<file path="config.mk">
export PLATFORM = sky130hd
export DESIGN_NAME = rom_arbiter
export DESIGN_NICKNAME = d
export VERILOG_FILES = /design/src/rtl/rom_arbiter.sv
export SDC_FILE = /design/constraint.sdc
export NUM_CORES = 1
export LEC_CHECK = 0
export CORE_MARGIN = 3
export CORE_UTILIZATION = 44
export CTS_CLUSTER_DIAMETER = 80
export DETAILED_ROUTE_END_ITERATION = 12
export PLACE_DENSITY_LB_ADDON = 0.15
export SLEW_MARGIN = 20
export SYNTH_ARGS = -nofsm -noshare
export SYNTH_HDL_FRONTEND = slang
export SYNTH_SLANG_ARGS = --single-unit
</file>
<file path="constraint.sdc">
create_clock -name clk -period 3.3 [get_ports clk]
set_clock_uncertainty 0.15 [all_clocks]
set_input_delay 0.66 -clock clk [delete_from_list [all_inputs] [get_ports clk]]
set_output_delay 0.66 -clock clk [all_outputs]
set_load 0.01 [all_outputs]
</file>
<file path="src/rtl/rom_arbiter.sv">
// rom_arbiter: shares the single boot ROM read port between the loader (m0) and fetch (m1).
// Optional watchdog enabled by defining ROM_ARB_TIMEOUT_EN (limit set by TIMEOUT_CYCLES).
module rom_arbiter #(
  parameter int ADDR_W         = 32,
  parameter int DATA_W         = 8,
  parameter int TIMEOUT_CYCLES = 255
) (
  input  logic              clk,
  input  logic              rst,
  input  logic              boot_done,
  input  logic [ADDR_W-1:0] m0_addr,
  input  logic              m0_read_en,
  output logic [DATA_W-1:0] m0_data,
  output logic              m0_ready,
  input  logic [ADDR_W-1:0] m1_addr,
  input  logic              m1_read_en,
  output logic [DATA_W-1:0] m1_data,
  output logic              m1_ready,
  output logic [ADDR_W-1:0] rom_addr,
  output logic              rom_read_en,
  input  logic [DATA_W-1:0] rom_data_out,
  input  logic              rom_ready,
  output logic              busy,
  output logic              err
);

  typedef enum logic [1:0] {IDLE, ISSUE, RESP} state_t;

  state_t state, next_state;
  logic   grant;
  logic   last_grant;
  logic   elig0, elig1, any_eligible, win;
  logic   timeout_hit;

  if (TIMEOUT_CYCLES < 1 || TIMEOUT_CYCLES > 65535) begin : g_bad_timeout
    $error("rom_arbiter: TIMEOUT_CYCLES must be in 1..65535");
  end

  // Fetch is held off entirely until the loader reports the ROM mapped.
  assign elig0        = m0_read_en;
  assign elig1        = m1_read_en & boot_done;
  assign any_eligible = elig0 | elig1;
  assign win          = (elig0 & elig1) ? ~last_grant : elig1;

`ifdef ROM_ARB_TIMEOUT_EN
  localparam logic [15:0] TO_LIMIT = 16'(TIMEOUT_CYCLES);

  logic [15:0] to_cnt;

  assign timeout_hit = (state == ISSUE) && ((to_cnt + 16'd1) == TO_LIMIT);

  always_ff @(posedge clk or posedge rst) begin
    if (rst) begin
      to_cnt <= '0;
    end else if (state == ISSUE) begin
      to_cnt <= to_cnt + 16'd1;
    end else begin
      to_cnt <= '0;
    end
  end

  // A ROM answer in the limit cycle is a normal completion, so no error then.
  always_ff @(posedge clk or posedge rst) begin
    if (rst) begin
      err <= 1'b0;
    end else if (timeout_hit && !rom_ready) begin
      err <= 1'b1;
    end
  end
`else
  assign timeout_hit = 1'b0;
  assign err         = 1'b0;
`endif

  always_ff @(posedge clk or posedge rst) begin
    if (rst) begin
      state <= IDLE;
    end else begin
      state <= next_state;
    end
  end

  always_comb begin
    next_state = state;
    case (state)
      IDLE:    if (any_eligible) next_state = ISSUE;
      ISSUE:   if (rom_ready || timeout_hit) next_state = RESP;
      RESP:    next_state = IDLE;
      default: next_state = IDLE;
    endcase
  end

  always_comb begin
    busy = (state != IDLE);
  end

  // RESP is a forced turnaround: the ready pulse drops and no grant is made there.
  always_ff @(posedge clk or posedge rst) begin
    if (rst) begin
      rom_addr    <= '0;
      rom_read_en <= 1'b0;
      grant       <= 1'b0;
      last_grant  <= 1'b1;
      m0_ready    <= 1'b0;
      m1_ready    <= 1'b0;
      m0_data     <= '0;
      m1_data     <= '0;
    end else begin
      m0_ready <= 1'b0;
      m1_ready <= 1'b0;
      case (state)
        IDLE: begin
          if (any_eligible) begin
            grant       <= win;
            rom_addr    <= win ? m1_addr : m0_addr;
            rom_read_en <= 1'b1;
          end
        end
        ISSUE: begin
          if (rom_ready || timeout_hit) begin
            rom_read_en <= 1'b0;
            last_grant  <= grant;
            if (grant) begin
              m1_ready <= 1'b1;
              m1_data  <= rom_ready ? rom_data_out : '1;
            end else begin
              m0_ready <= 1'b1;
              m0_data  <= rom_ready ? rom_data_out : '1;
            end
          end
        end
        default: ;
      endcase
    end
  end

endmodule

</file>
==> results of run 1 <==
[path summary, 6_finish.rpt]
kind	startpoint	to
worst max-delay path	m0_read_en	rom_addr[16]$_DFFE_PP0P_
worst min-delay path	rom_read_en$_DFFE_PP0P_	rom_read_en$_DFFE_PP0P_
worst max register to register	state[0]$_DFFE_PP0P_	rom_addr[16]$_DFFE_PP0P_
worst min register to register	rom_read_en$_DFFE_PP0P_	rom_read_en$_DFFE_PP0P_
max in group asynchronous	rst	last_grant$_DFFE_PP1P_
min in group asynchronous	rst	rom_addr[11]$_DFFE_PP0P_
[synth_stat cells (2+ instances only)]
master / count / area, um^2
a21oi_1: 32 / 160
a31oi_1: 2 / 12.5
a31oi_2: 30 / 375
and2_1: 2 / 12.5
buf_2: 4 / 20.0
buf_6: 5 / 56.3
clkbuf_1: 15 / 56.3
dfrtp_1: 54 / 1350
inv_1: 3 / 11.3
mux2_1: 8 / 90.1
mux2_4: 8 / 120
nand2_1: 5 / 18.8
nand3_1: 32 / 160
nor2_1: 2 / 7.51
o21ai_0: 33 / 165
[kinds of logic (layout without fill, tap and decap cells)]
logic type,Yosys count,count (layout)
AO/OA/AOI/OAI,99,99
flip-flops,55,55
AND/OR/NAND/NOR,47,47
buffers and inverters,29,148
multiplexers,16,16
other,1,1
[flip-flops by register name, summed over array words and instances (netlist names)]
signal / flops
grant: 1
last_grant: 1
m0_data: 8
m0_ready: 1
m1_data: 8
m1_ready: 1
rom_addr: 32
rom_read_en: 1
state: 2
[through the flow]
| stage | hold slack [ns] | instances | setup WS, ns | instance area (um^2) |
|---|---|---|---|---|
| after detailed placement | 0.326 | 433 | 0.677 | 4070 |
| after floorplan | 0.334 | 247 | 1.15 | 2760 |
| after global placement | 0.317 | 433 | 0.720 | 4070 |
| after CTS | 0.349 | 441 | 1.01 | 4150 |
| final | 0.341 | 441 | 1.01 | 4150 |
| after global routing | 0.378 | 441 | 0.913 | 4150 |
[metal layers]
metal / track usage, % / wire (um)
met1: 26.8 / 3160
met2: 33.6 / 3570
met3: 4.08 / 509
met4: 4.89 / 102
met5: 0 / 0
[power breakdown]
| part | switching [W] | total, W | internal (W) |
|---|---|---|---|
| Clock | 0.000213 | 0.000362 | 0.000149 |
| Sequential | 0.000198 | 0.00120 | 0.00100 |
| Combinational | 0.000788 | 0.00176 | 0.000968 |
| Total | 0.00120 | 0.00332 | 0.00212 |
[worst max-delay path: cells and delay by family]
family                 cells  cell delay, ns
AOI/OAI and AO/OA          2            0.52
buffers and inverters      1            0.53
and+or+nand+nor            1            0.56
[final cells by class]
class / count / area, um^2 / area share, %
inverters: 4 / 16.3 / 0.392
clock buffers: 6 / 72.6 / 1.75
well taps: 75 / 93.8 / 2.26
flip-flops and latches: 55 / 1380 / 33.2
clock inverters: 2 / 12.5 / 0.301
repair buffers: 136 / 1360 / 32.7
multi-input cells: 163 / 1220 / 29.4
==> impl_metrics.toml, run 1 <==
[synthesis]
synth_nets = 325
synth_ff_type = "dfrtp_1"
ys_seq_area_share_pct = 50.0
synth_top_family_by_area = "compound AO/OA/AOI/OAI gates"
synth.mux.area_fraction_pct = 7.63
syn_area_per_cell_um2 = 11.2
synth_xor_area_share_pct = 0
synthAdderAreaFrac_pct = 0
synth-edff-count = 0
synth_cell_types = 27
syn_inst = 247
netlist_area_mm2 = 0.00276
synth_seq_cells = 55
async_flop_share_pct = 100
synth_warnings = 0
synthSimpleGateAreaFrac_pct = 10.0
synth-compound-area-share_pct = 26.5

[cts]
ctsResizeCount = 0
hold_buffers = 0
root_buffer = "clkbuf_8"
cts_tree = "done"
post_cts_buffers = 0
insertion_delay_ns = 0.30
numCtsBuffers = 5
cts_htree_levels = 2
cts_buffer_depth = 2
cts.sinks = 55
clkSlewWorstSetupHoldPaths_ns = 0.10

[global_route]
grt_usage_pct = 20.1
grt_pass1_wl_um = 11800
grt_antenna_before_repair = 0
grt_max_degree = 56
grt_overflow = 0
grt_pass1_vias = 2389

[outcome]
status = "completed"

[critical_path]
cp_slowest_stage_delay_ns = 0.56
endpoint_kind = "flip-flop"
path_max_fanout = 32
reg2regPathDepth = 4
cp.arrival_ns = 2.30
cp.required_ns = 3.31
cp-start-kind = "input port"
cp_slowest_cell = "and2_4"
criticalPathCategory = "in2reg"
ff2ff_setup_slack_ns = 1.32
crit_chain = "clkdlybuf4s50_1 > a21o_1 > and2_4 > a31oi_2"

[final_layout]
diodes = 0
syn2layout_area_growth_pct = 50.6
layout_common_cells = "clkdlybuf4s50_1 (129), dfrtp_1 (54), o21ai_0 (33)"
final_common_cell = "clkdlybuf4s50_1"
final_nets = 443
drive_above_1_share_pct = 16.4
final_util_pct = 69.3
n_fill_cell = 492

[route]
first_iter_violations = 80
dr.pass1.iters = 4
drc_errors = 0
wl_per_cell_um = 16.6
avgViaCountPerCell = 5.46
drt-total-wl_um = 7340
ant_nets = 0
num_vias = 2408

[die]
die-area_mm2 = 0.00725
pin_count = 131
num_rows = 28
die_h_um = 85.1
start_util_pct = 46.0
fp.dieW_um = 85.1
core_mm2 = 0.00599

[hold_path]
min_path_cells = 2
hold_path.class = "reg2reg"

[timing]
slew-limit-headroom_pct = 38.2
fin_crit_sh_pct = 69.3
setup_viol = 0
finalCriticalPeriod_ns = 2.29
fmax_mhz = 437
rsz0062_at_grt = "no"
drv_slew = 0
finalHoldViolations = 0
worstMarginPinSlew_ns = 0.924
tns_ns = 0

[power]
peakVddDrop_mv = 0.439
power_density_mw_per_mm2 = 800
leakage_nw = 1.61
finalPower_w = 0.00332

[placement]
hpwlAfterDp_um = 5110
port_buffers = 129
place_congestion = 0.705

[flow_run]
drv_cap = 0
(Power assumes the default switching activity.)
==> inputs of run 2 (changes only) <==
--- a/config.mk
+++ b/config.mk
@@ -6,7 +6,7 @@
 export NUM_CORES = 1
 export LEC_CHECK = 0
 export CORE_MARGIN = 3
-export CORE_UTILIZATION = 44
+export CORE_UTILIZATION = 37
 export CTS_CLUSTER_DIAMETER = 80
 export DETAILED_ROUTE_END_ITERATION = 12
 export PLACE_DENSITY_LB_ADDON = 0.15
==> constraint.sdc (replaced) <==
create_clock -name clk -period 1.9 [get_ports clk]
set_clock_uncertainty 0.15 [all_clocks]
set_input_delay 0.38 -clock clk [delete_from_list [all_inputs] [get_ports clk]]
set_output_delay 0.38 -clock clk [all_outputs]
set_load 0.01 [all_outputs]
==> impl_metrics.toml, run 2 (same netlist as run 1, synthesis figures left out) <==
[die]
fp.dieW_um = 92.3
num_rows = 30
start_util_pct = 39.3
core_mm2 = 0.00702
die-area_mm2 = 0.00852
die_h_um = 92.3
pin_count = 131

[critical_path]
cp-start-kind = "flip-flop"
r2r-end = "rom_addr[12]$_DFFE_PP0P_"
r2r-start = "state[0]$_DFFE_PP0P_"
ff2ff_setup_slack_ns = 0.14
cp.arrival_ns = 1.25
endpoint_kind = "primary output"
cp.buffers_inverters = 1
path_max_fanout = 2
cp_slowest_cell = "clkdlybuf4s50_1"
cp_slowest_stage_delay_ns = 0.56
cp.required_ns = 1.37
cp_top_family = "buffers and inverters"
reg2regPathDepth = 5
criticalPathCategory = "reg2out"
crit_chain = "clkdlybuf4s50_1"

[power]
p_sw_w = 0.00217
leakage_nw = 1.68
peakVddDrop_mv = 0.600
swShare_pct = 36.3
internal-power_w = 0.00382
combPwrFrac_pct = 53.2
pwr-share-clk_pct = 11.9
power_density_mw_per_mm2 = 1390
p_seq_share_pct = 34.9

[route]
dr.pass1.iters = 6
wl_per_cell_um = 16.4
first_iter_violations = 44
num_vias = 2366
drt-total-wl_um = 7670
avgViaCountPerCell = 5.06
ant_nets = 0
drc_errors = 0

[placement]
place_congestion = 0.697
hpwlAfterDp_um = 5510
dp_cells = 460
placed_area_mm2 = 0.00422
port_buffers = 129

[cts]
insertion_delay_ns = 0.32
root_buffer = "clkbuf_8"
ctsResizeCount = 2
numCtsBuffers = 5
cts_buffer_depth = 2
hold_buffers = 0
cts_tree = "done"
post_cts_buffers = 0
cts.sinks = 55
clkSlewWorstSetupHoldPaths_ns = 0.11
cts_htree_levels = 2

[final_layout]
fin_area_mm2 = 0.00432
final_common_cell = "clkdlybuf4s50_1"
final_cell_count_no_fill = 468
reg.largest.list = "rom_addr (32), m0_data (8), m1_data (8)"
diodes = 0
final_nets = 449
drive_above_1_share_pct = 18.3
layout_common_cells = "clkdlybuf4s50_1 (128), dfrtp_1 (53), o21ai_0 (33)"
regMostFlops = "rom_addr"
syn2layout_area_growth_pct = 56.9
largest_register_ffs = 32

[global_route]
grt_antenna_before_repair = 0
grt_max_degree = 36
grt_pass1_vias = 2398
grt_overflow = 0
grt_usage_pct = 18.2
grt_pass1_wl_um = 12400

[hold_path]
hold_path.class = "in2async"

[timing]
tns_ns = 0
drv_slew = 0
finalCriticalPeriod_ns = 1.78
fin_crit_sh_pct = 93.4
finalHoldViolations = 0
rsz0062_at_grt = "no"
fmax_mhz = 563
setup_viol = 0

[outcome]
status = "completed"

[flow_run]
drv_cap = 0
-- run 2: worst max path at each step --
| stage | slack (ns) | start | endpoint | cells past startpoint |
|---|---|---|---|---|
| floorplan | 0.03 | rst | grant$_DFFE_PP0P_ | 1 |
| global placement | 0.03 | m0_read_en | rom_addr[13]$_DFFE_PP0P_ | 5 |
| detailed placement | 0.02 | rom_ready | m0_data[4]$_DFFE_PP0P_ | 4 |
| CTS | 0.10 | rom_addr[11]$_DFFE_PP0P_ | rom_addr[11] | 1 |
| global route | 0.04 | state[0]$_DFFE_PP0P_ | rom_addr[16]$_DFFE_PP0P_ | 5 |
| finish | 0.12 | rom_addr[11]$_DFFE_PP0P_ | rom_addr[11] | 1 |
-- run 2: power groups by stage --
stage | sequential (W) | combinational, W | clock, W
floorplan | 0.00232 | 0.00136 | 0
global placement | 0.00210 | 0.00319 | 0
detailed placement | 0.00212 | 0.00323 | 0
CTS | 0.00210 | 0.00323 | 0.000726
global route | 0.00217 | 0.00343 | 0.000773
finish | 0.00209 | 0.00319 | 0.000713
-- run 2: layout make-up --
cell class,count,area [um^2]
Multi-Input combinational cell,163,1220
Sequential cell,55,1380
Inverter,4,16.3
Fill cell,626,2700
Clock buffer,5,68.8
Tap cell,96,120
Clock inverter,3,31.3
Timing Repair Buffer,142,1490
-- run 2: metal layers --
| metal | part of all wire, % | routed length (um) | vias up | track usage [%] |
|---|---|---|---|---|
| met5 | 0 | 0 | - | 0 |
| met4 | 0.61 | 47 | 0 | 3.71 |
| met3 | 5.4 | 413 | 4 | 4.14 |
| met2 | 53 | 4030 | 76 | 32.4 |
| met1 | 41 | 3180 | 1137 | 22.7 |
| li1 | - | - | 1149 | - |
-- run 2: metrics by stage --
step	setup WS, ns	hold WS, ns	power (W)	util [%]
after global routing	0.0377	0.211	0.00637	61.6
after detailed placement	0.0176	0.325	0.00535	60.2
after global placement	0.0308	0.321	0.00528	60.2
final	0.125	0.183	0.00599	61.6
after CTS	0.103	0.179	0.00606	61.6
after floorplan	0.0287	0.334	0.00368	-
==> inputs of run 3 (changes only) <==
--- a/config.mk
+++ b/config.mk
@@ -5,7 +5,7 @@
 export SDC_FILE = /design/constraint.sdc
 export NUM_CORES = 1
 export LEC_CHECK = 0
-export CORE_MARGIN = 3
+export CORE_MARGIN = 10
 export CORE_UTILIZATION = 37
 export CTS_CLUSTER_DIAMETER = 80
 export DETAILED_ROUTE_END_ITERATION = 12
==> impl_metrics.toml, run 3 (same netlist as run 1, synthesis figures left out) <==
[die]
die-area_mm2 = 0.0113
pin_count = 131
start_util_pct = 38.0
die_h_um = 106
fp.dieW_um = 106
num_rows = 31
core_mm2 = 0.00725

[timing]
rsz0062_at_grt = "no"
fmax_mhz = 562
fin_crit_sh_pct = 93.7
setup_viol = 0
setup_ws_ns = 0.119
drv_slew = 0
hold_ws_ns = 0.279
tns_ns = 0
finalHoldViolations = 0
finalCriticalPeriod_ns = 1.78

[final_layout]
final_nets = 451
drive_above_1_share_pct = 18.7
diodes = 0
layout_common_cells = "clkdlybuf4s50_1 (128), dfrtp_1 (53), o21ai_0 (33)"
largest_register_ffs = 32
reg.largest.list = "rom_addr (32), m0_data (8), m1_data (8)"
fin_area_mm2 = 0.00435
multiInputGateArea_mm2 = 0.00122
n_fill_cell = 624
syn2layout_area_growth_pct = 57.9
regMostFlops = "rom_addr"
final_common_cell = "clkdlybuf4s50_1"
register_area_mm2 = 0.00138

[placement]
port_buffers = 129
placed_area_mm2 = 0.00426
dp_slack_ns = -0.0383
place_congestion = 0.820
hpwlAfterDp_um = 6290

[power]
leakage_nw = 1.69
peakVddDrop_mv = 0.480
finalPower_w = 0.00603
power_density_mw_per_mm2 = 1390

[cts]
insertion_delay_ns = 0.31
cts_tree = "done"
post_cts_buffers = 0
cts_htree_levels = 2
clkSlewWorstSetupHoldPaths_ns = 0.11
root_buffer = "clkbuf_8"
cts_buffer_depth = 2
cts.sinks = 55
numCtsBuffers = 5

[critical_path]
ff2ff_setup_slack_ns = 0.15
crit_chain = "clkdlybuf4s50_1"
crit_start = "m1_data[2]$_DFFE_PP0P_"
cp_top_family = "buffers and inverters"
cp_slowest_cell = "clkdlybuf4s50_1"
path_depth = 1
cp.arrival_ns = 1.25
reg2regPathDepth = 5
cp-start-kind = "flip-flop"
r2r-start = "state[1]$_DFFE_PP0P_"
r2r-end = "rom_addr[18]$_DFFE_PP0P_"
cp.buffers_inverters = 1
crit_path_end = "m1_data[2]"
cp_slowest_stage_delay_ns = 0.56
path_max_fanout = 2
criticalPathCategory = "reg2out"
cp.required_ns = 1.37
endpoint_kind = "primary output"

[route]
dr.pass1.iters = 4
ant_nets = 0
first_iter_violations = 57
drt-total-wl_um = 8550
num_vias = 2365
avgViaCountPerCell = 5.00
wl_per_cell_um = 18.1
drc_errors = 0

[hold_path]
hold_path.class = "in2async"

[global_route]
grt_antenna_before_repair = 0
grt_usage_pct = 14.7
grt_max_degree = 56
grt_pass1_vias = 2607
grt_overflow = 0
grt_pass1_wl_um = 13600

[outcome]
status = "completed"

[flow_run]
drv_cap = 0
-- run 3: layer usage --
metal  GRT usage [%]  vias to the layer above  share of wire, %
met5               0                        -                 0
met3            5.43                        7               7.5
li1                -                     1151                 -
met4            4.06                        0               1.1
met1            17.4                     1129                43
met2            24.6                       78                48
-- run 3: worst min path at each step --
stage               depth (start not counted)  slack [ns]                       end
floorplan                                   2        0.33    last_grant$_DFFE_PP1P_
global route                                3        0.31  rom_addr[15]$_DFFE_PP0P_
finish                                      3        0.28  rom_addr[20]$_DFFE_PP0P_
detailed placement                          1        0.33    m0_data[2]$_DFFE_PP0P_
global placement                            2        0.32   rom_read_en$_DFFE_PP0P_
CTS                                         3        0.29   rom_addr[3]$_DFFE_PP0P_
-- run 3: repair_timing --
| item | CTS | global route |
|---|---|---|
| setup endpoints to repair | 1 | 0 |
| gates resized for setup | 2 | 0 |
| endpoints found under the hold margin | 0 | 0 |
| hold buffers | 0 | 0 |
-- run 3: final cells by class --
class,instances,area share (%)
clock buffer,5,1.58
clock inverter,3,0.633
inverter,4,0.374
multi-input combinational,163,28.1
sequential,55,31.7
tap,99,2.85
timing repair buffer,144,34.8
-- run 3: power by group --
group,switching (W),leakage (nW),total (W),internal (W)
clock network,0.000415,0.0463,0.000687,0.000272
logic,0.00144,1.02,0.00326,0.00181
registers,0.000341,0.631,0.00209,0.00174
total,0.00220,1.69,0.00603,0.00383
-- run 3: stage by stage --
step,std cells,utilization [%]
finish,473,60.0
global route,473,60.0
CTS,473,60.0
detailed placement,465,58.7
global placement,465,58.7
floorplan,247,-
-- run 3: worst reg2reg max path, cell delays in order, from the launching register on --
cell and delay, ns:
dfrtp_1 0.44, nor2_4 0.12, buf_4 0.36, and2_4 0.26, buf_12 0.17, a31oi_2 0.12
